### src/rtl/conv_window_buffer_pkg.sv
// Shared constants and the flattened-window indexing helper for the 5x5 window path.
package conv_window_buffer_pkg;

   localparam int BITWIDTH_DEF = 32;
   localparam int KSIZE        = 5;

   // LSB of element [i][j] in the flattened window bus
   function automatic int win_lsb(input int i, input int j, input int bw);
      return (i * KSIZE + j) * bw;
   endfunction

endpackage

### src/rtl/conv_line_buffer.sv
// One feature-map row of pixel storage: combinational read and write at the same column address.
// Latency: read is combinational, write lands on the next clk edge.
// Backpressure: none; wr_en is the parent's accept strobe.
module conv_line_buffer
   import conv_window_buffer_pkg::*;
#(
   parameter int bitwidth = BITWIDTH_DEF,
   parameter int MAP_W    = 32,
   localparam int AW      = $clog2(MAP_W)
) (
   input  logic                clk,
   input  logic                wr_en,
   input  logic [AW-1:0]       addr,
   input  logic [bitwidth-1:0] wr_dat,
   output logic [bitwidth-1:0] rd_dat
);

   logic [bitwidth-1:0] mem [MAP_W];

   // Contents are don't-care until rewritten, so the array is never reset
   assign rd_dat = mem[addr];

   always_ff @(posedge clk) begin
      if (wr_en) begin
         mem[addr] <= wr_dat;
      end
   end

endmodule

### src/rtl/conv_window_buffer.sv
// Raster pixel stream to 5x5 stride-1 windows for convolution_point.
// Latency: one cycle from the accept of a window's newest pixel to out_valid.
// Backpressure: single output register, no skid; in_ready drops while a window is stalled.
module conv_window_buffer
   import conv_window_buffer_pkg::*;
#(
   parameter int bitwidth = BITWIDTH_DEF,
   parameter int MAP_W    = 32,
   parameter int MAP_H    = 32
) (
   input  logic                              clk,
   input  logic                              rst,
   input  logic                              in_valid,
   output logic                              in_ready,
   input  logic [bitwidth-1:0]               in_pixel,
   output logic                              out_valid,
   input  logic                              out_ready,
   output logic [KSIZE*KSIZE*bitwidth-1:0]   out_window,
   output logic [$clog2(MAP_H)-1:0]          out_row,
   output logic [$clog2(MAP_W)-1:0]          out_col,
   output logic                              frame_done
);

   localparam int RW = $clog2(MAP_H);
   localparam int CW = $clog2(MAP_W);

   localparam logic [RW-1:0] ROW_LAST     = RW'(MAP_H - 1);
   localparam logic [CW-1:0] COL_LAST     = CW'(MAP_W - 1);
   localparam logic [RW-1:0] ROW_FIRST    = RW'(KSIZE - 1);
   localparam logic [CW-1:0] COL_FIRST    = CW'(KSIZE - 1);
   localparam logic [RW-1:0] ROW_WIN_LAST = RW'(MAP_H - KSIZE);
   localparam logic [CW-1:0] COL_WIN_LAST = CW'(MAP_W - KSIZE);

   logic [RW-1:0]       row;
   logic [CW-1:0]       col;
   logic                accept;
   logic                emit;
   logic [bitwidth-1:0] win   [KSIZE][KSIZE];
   logic [bitwidth-1:0] lb_rd [KSIZE-1];

   assign in_ready   = !rst && (!out_valid || out_ready);
   assign accept     = in_valid && in_ready;
   assign emit       = accept && (row >= ROW_FIRST) && (col >= COL_FIRST);
   assign frame_done = out_valid && out_ready &&
                       (out_row == ROW_WIN_LAST) && (out_col == COL_WIN_LAST);

   // Rows cascade upward: each buffer takes the next-younger row, the youngest takes in_pixel
   for (genvar k = 0; k < KSIZE - 1; k++) begin : g_lb
      logic [bitwidth-1:0] wr_dat;
      if (k == KSIZE - 2) begin : g_newest
         assign wr_dat = in_pixel;
      end else begin : g_older
         assign wr_dat = lb_rd[k+1];
      end
      conv_line_buffer #(
         .bitwidth (bitwidth),
         .MAP_W    (MAP_W)
      ) u_lb (
         .clk    (clk),
         .wr_en  (accept),
         .addr   (col),
         .wr_dat (wr_dat),
         .rd_dat (lb_rd[k])
      );
   end

   always_ff @(posedge clk) begin
      if (rst) begin
         row <= '0;
         col <= '0;
      end else if (accept) begin
         if (col == COL_LAST) begin
            col <= '0;
            row <= (row == ROW_LAST) ? '0 : row + RW'(1);
         end else begin
            col <= col + CW'(1);
         end
      end
   end

   always_ff @(posedge clk) begin
      if (rst) begin
         for (int i = 0; i < KSIZE; i++) begin
            for (int j = 0; j < KSIZE; j++) begin
               win[i][j] <= '0;
            end
         end
      end else if (accept) begin
         for (int i = 0; i < KSIZE; i++) begin
            for (int j = 0; j < KSIZE - 1; j++) begin
               win[i][j] <= win[i][j+1];
            end
         end
         for (int i = 0; i < KSIZE - 1; i++) begin
            win[i][KSIZE-1] <= lb_rd[i];
         end
         win[KSIZE-1][KSIZE-1] <= in_pixel;
      end
   end

   // A stalled window blocks accepts, so the window register doubles as the output data
   always_comb begin
      out_window = '0;
      for (int i = 0; i < KSIZE; i++) begin
         for (int j = 0; j < KSIZE; j++) begin
            out_window[win_lsb(i, j, bitwidth) +: bitwidth] = win[i][j];
         end
      end
   end

   always_ff @(posedge clk) begin
      if (rst) begin
         out_valid <= 1'b0;
         out_row   <= '0;
         out_col   <= '0;
      end else if (emit) begin
         out_valid <= 1'b1;
         out_row   <= row - ROW_FIRST;
         out_col   <= col - COL_FIRST;
      end else if (out_ready) begin
         out_valid <= 1'b0;
      end
   end

endmodule

### config.mk
export PLATFORM = sky130hd
export DESIGN_NAME = conv_window_buffer
export DESIGN_NICKNAME = d
export VERILOG_FILES = /design/src/rtl/conv_window_buffer_pkg.sv /design/src/rtl/conv_line_buffer.sv /design/src/rtl/conv_window_buffer.sv
export SDC_FILE = /design/constraint.sdc
export NUM_CORES = 2
export LEC_CHECK = 0
export CORE_ASPECT_RATIO = 1.1
export CORE_MARGIN = 10
export CORE_UTILIZATION = 50
export DETAILED_ROUTE_END_ITERATION = 8
export HOLD_SLACK_MARGIN = 0.05
export PLACE_DENSITY = 0.71
export RECOVER_POWER = 100
export SLEW_MARGIN = 10
export SYNTH_ARGS = -nofsm -noshare
export SYNTH_HDL_FRONTEND = slang
export SYNTH_MEMORY_MAX_BITS = 65536
export SYNTH_SLANG_ARGS = --single-unit
### constraint.sdc
create_clock -name clk -period 46.7 [get_ports clk]
set_clock_uncertainty 0.15 [all_clocks]
set_input_delay 11.675 -clock clk [delete_from_list [all_inputs] [get_ports clk]]
set_output_delay 11.675 -clock clk [all_outputs]
set_load 0.005 [all_outputs]
==> impl_results.md <==
* Status: complete, but fails checks
* Failing checks: capacitance limit, slew limit
* Mapped Cells at 9,333
* Worst flop-to-flop path endpoint: g_lb[2].u_lb.mem[10][12]$_DFFE_PP_
* Setup bufs post-CTS at 0
* Cell leakage power at 67.19 nW
* Post-synth top cells: 4,896 x edfxtp_1, 1,208 x mux2i_1, 765 x and2_1, 449 x o22ai_1, 422 x mux4_2
* Tot GR Track Use at 0.2406
* Sequential fraction of the synthesis area at 0.7918
* CP max FO at 111
* Reg2reg path depth at 10
* Worst slew margin at -6.179
* Slowest CP cell: clkbuf_1
* Layout Nets at 10.40k
* Initial DRC count at 11.56k
* Count of cell types in the netlist at 52
* Row Count at 235
* Crit start category: register
* Tmin final at 29.05 ns
* HPWL Detailed at 275,700 um
* Synth Area in Compound Gates at 0.03601
* Final Cycle Share at 0.6220
* WP data arrival at 29.38 ns
* Cts bufs inserted at 450
* Ys async rst share at 0
* Clock Pin Slew Worst Setup and Hold Paths at 0.07 ns
* Total of max-cap violations at 213
* H-tree depth at 5
* Pwr Total at 9.209 mW
* Synth-to-Final Area Change at 14.87%
* Endpoint class of the critical path: register
* Total number of vias at 96.23k
* Post-route setup slack at 17.65 ns
* Share of cells above drive strength 1 at 0.1091
* Vias in the first global route at 96.35k
* IO Port Bufs at 848
* Final Max Slew Viols at 9,774
* Die height at 660.3 um
* Power Density at 43.03 nW/um^2
* Setup TNS at 0 ns
* Post-synth EDFFs at 4,896
* Initial Util at 0.5009
* DIE AREA at 397,500 um^2
* Hold_sp: win[0][358]$_SDFFCE_PN0P_
* Die span in x at 602.0 um
* Most common cell in the netlist: edfxtp_1
* Most Frequent Cell on Critical Path: clkbuf_1
* Clock Sink Count at 4,922
* CTS tree: done
* Post-Syn Area at 186,300 um^2
* Post-synthesis xor/xnor area fraction at 0.00009401
* Initial antenna violation count at 49
* Dpl ws at 21.46 ns
* Synthesized Nets at 9,383
* Adder-cell share of the synthesized area at 0.0009401
* Root buffer cell: clkbuf_16
* RSZ-0062 raised after global routing: no
* Clock latency at the later pin of the worst-skew pair at 1.00 ns
* CTS Hold Buffers Added at 0
* Placed insts at 14.87k
* DRT antenna net count at 0
* Multiplexer share of the synthesized area at 0.1178
* Fillers at 26.69k
* Worst path required time at 47.03 ns
* Pin count of the biggest net entering global routing at 162
* Avg Inst Size Synth at 19.96 um^2
* Synth area leaders: edfxtp_1 79%, mux2i_1 6.5%, mux4_2 5.1%
* #FFs+latches synth at 4,922
* Fin. Hold Viols at 0
* Synth warn at 0
* Gp weighted congestion at 0.8243
* Max Freq at 34.43 MHz
* Crit-path max cell delay at 6.43 ns
* CORE AREA at 372,000 um^2
* Worst slew pin tran at 10.77 ns
* Critical path, cell by cell: clkbuf_1 -> clkbuf_1 -> clkbuf_1 -> clkbuf_1 -> clkbuf_1 -> mux2i_1 -> o22ai_1 -> or3_1 -> o311a_1 -> clkbuf_1
* Final setup violation count at 0
* Area leader, netlist: edfxtp_1
* Total global routing overflow at 0
* Simple logic cell fraction of the synthesized area at 0.03794
* Clock Path Buffers at 4
* Ys flop type: edfxtp_1
* Fin cells at 15.78k
* Min-delay worst type: register to register
* First-pass GRT wire length at 700,600 um
* Synth top area share at 0.7890
* Routed wire length per instance at 31.49 um
* Final wirelength at 496,800 um
* Post-DR vias/cell at 6.100
* Worst VDD drop at 0.03844 mV
* Ports at 849
* Reg2Reg Setup Slack at 17.65 ns
* CTS resizes at 0
* DR pass1 iterations at 6
* Setup crit end: g_lb[2].u_lb.mem[10][12]$_DFFE_PP_
* Main combinational cell family by area after synthesis: multiplexers
* Drt drc at 0
* Critical path type: register to register
report_power, final:
group / switching (mW) / internal [mW] / total, mW
sequential: 0.0487 / 5.01 / 5.06
combinational: 0.351 / 0.219 / 0.570
clock: 1.59 / 2.00 / 3.58
cells by family (layout without fill, tap and decap cells):
group           after synthesis  count (layout)
buf+inv                     548            1932
flops                      4922            4922
mux                        1662            1662
fa+ha+maj                    14              14
other cells                   0              81
xor+xnor                      2               2
compound gates              975             975
simple gates               1210            1210
state kept, by name, summed over array words and instances, names as in the netlist, named ones only:
name           cells
col                5
row                5
win              800
out_row            5
out_col            5
out_valid          1
g_lb.u_lb.mem   4096
cells in the final DEF, fill, tap and decap left out, types with 37 or more instances in the layout:
cell and n:
edfxtp_1 4896, mux2i_1 1208, a21oi_1 123, clkinv_2 86, buf_4 56, and2_1 261
nand2_1 61, clkbuf_1 285, clkbuf_16 457, bufinv_16 37, nand3_1 46, dlygate4sd3_1 841
diode_2 81, a22oi_1 230, nor3_1 58, nor2_1 123, o311a_1 60, mux4_2 422
or3_1 66, and2_0 503, o22ai_1 449, clkinv_1 109
per-stage QoR:
stage               area [um^2]  utilization  hold WS (ns)
CTS                      215000       0.5781        0.3473
finish                   214000       0.5754        0.3483
global route             214000       0.5753        0.3908
global placement         200800       0.5397        0.3637
detailed placement       200800       0.5397        0.3713
floorplan                186300            -        0.3248
routing by layer:
metal,GRT usage,up-vias,routed length [um]
met3,0.03606,1017,43250
met1,0.3052,50250,177600
met4,0.09104,14,22630
li1,-,39910,-
met2,0.4210,5031,253200
met5,0,-,75
area by class of cell:
type | instances | area, um^2 | area share
Sequential cell | 4922 | 147500 | 0.6894
Multi-Input combinational cell | 3863 | 36070 | 0.1685
Clock buffer | 547 | 11770 | 0.05501
Timing Repair Buffer | 1098 | 9671 | 0.04518
Tap cell | 4977 | 6227 | 0.02910
Clock inverter | 276 | 2491 | 0.01164
Antenna cell | 81 | 202.7 | 0.0009470
Inverter | 11 | 41.29 | 0.0001929
how the worst min path moves through the flow:
stage	to	slack, ns	cells after the start
3_3_place_gp	row[3]$_SDFFE_PP0P_	0.36	2
4_1_cts	win[0][390]$_SDFFCE_PN0P_	0.35	1
3_5_place_dp	out_row[1]$_SDFFE_PP0P_	0.37	2
5_1_grt	win[0][419]$_SDFFCE_PN0P_	0.39	1
6_report	win[0][390]$_SDFFCE_PN0P_	0.35	1
2_1_floorplan	row[4]$_SDFFE_PP0P_	0.32	2
critical path, delay by kind of cell (launching register included):
family          cells  cell delay, ns
compound gates      2            0.55
buf+inv             6           25.31
flops               1            1.64
mux                 1            0.32
simple gates        1            0.15
No activity file was read; power rests on OpenSTA's default activity.
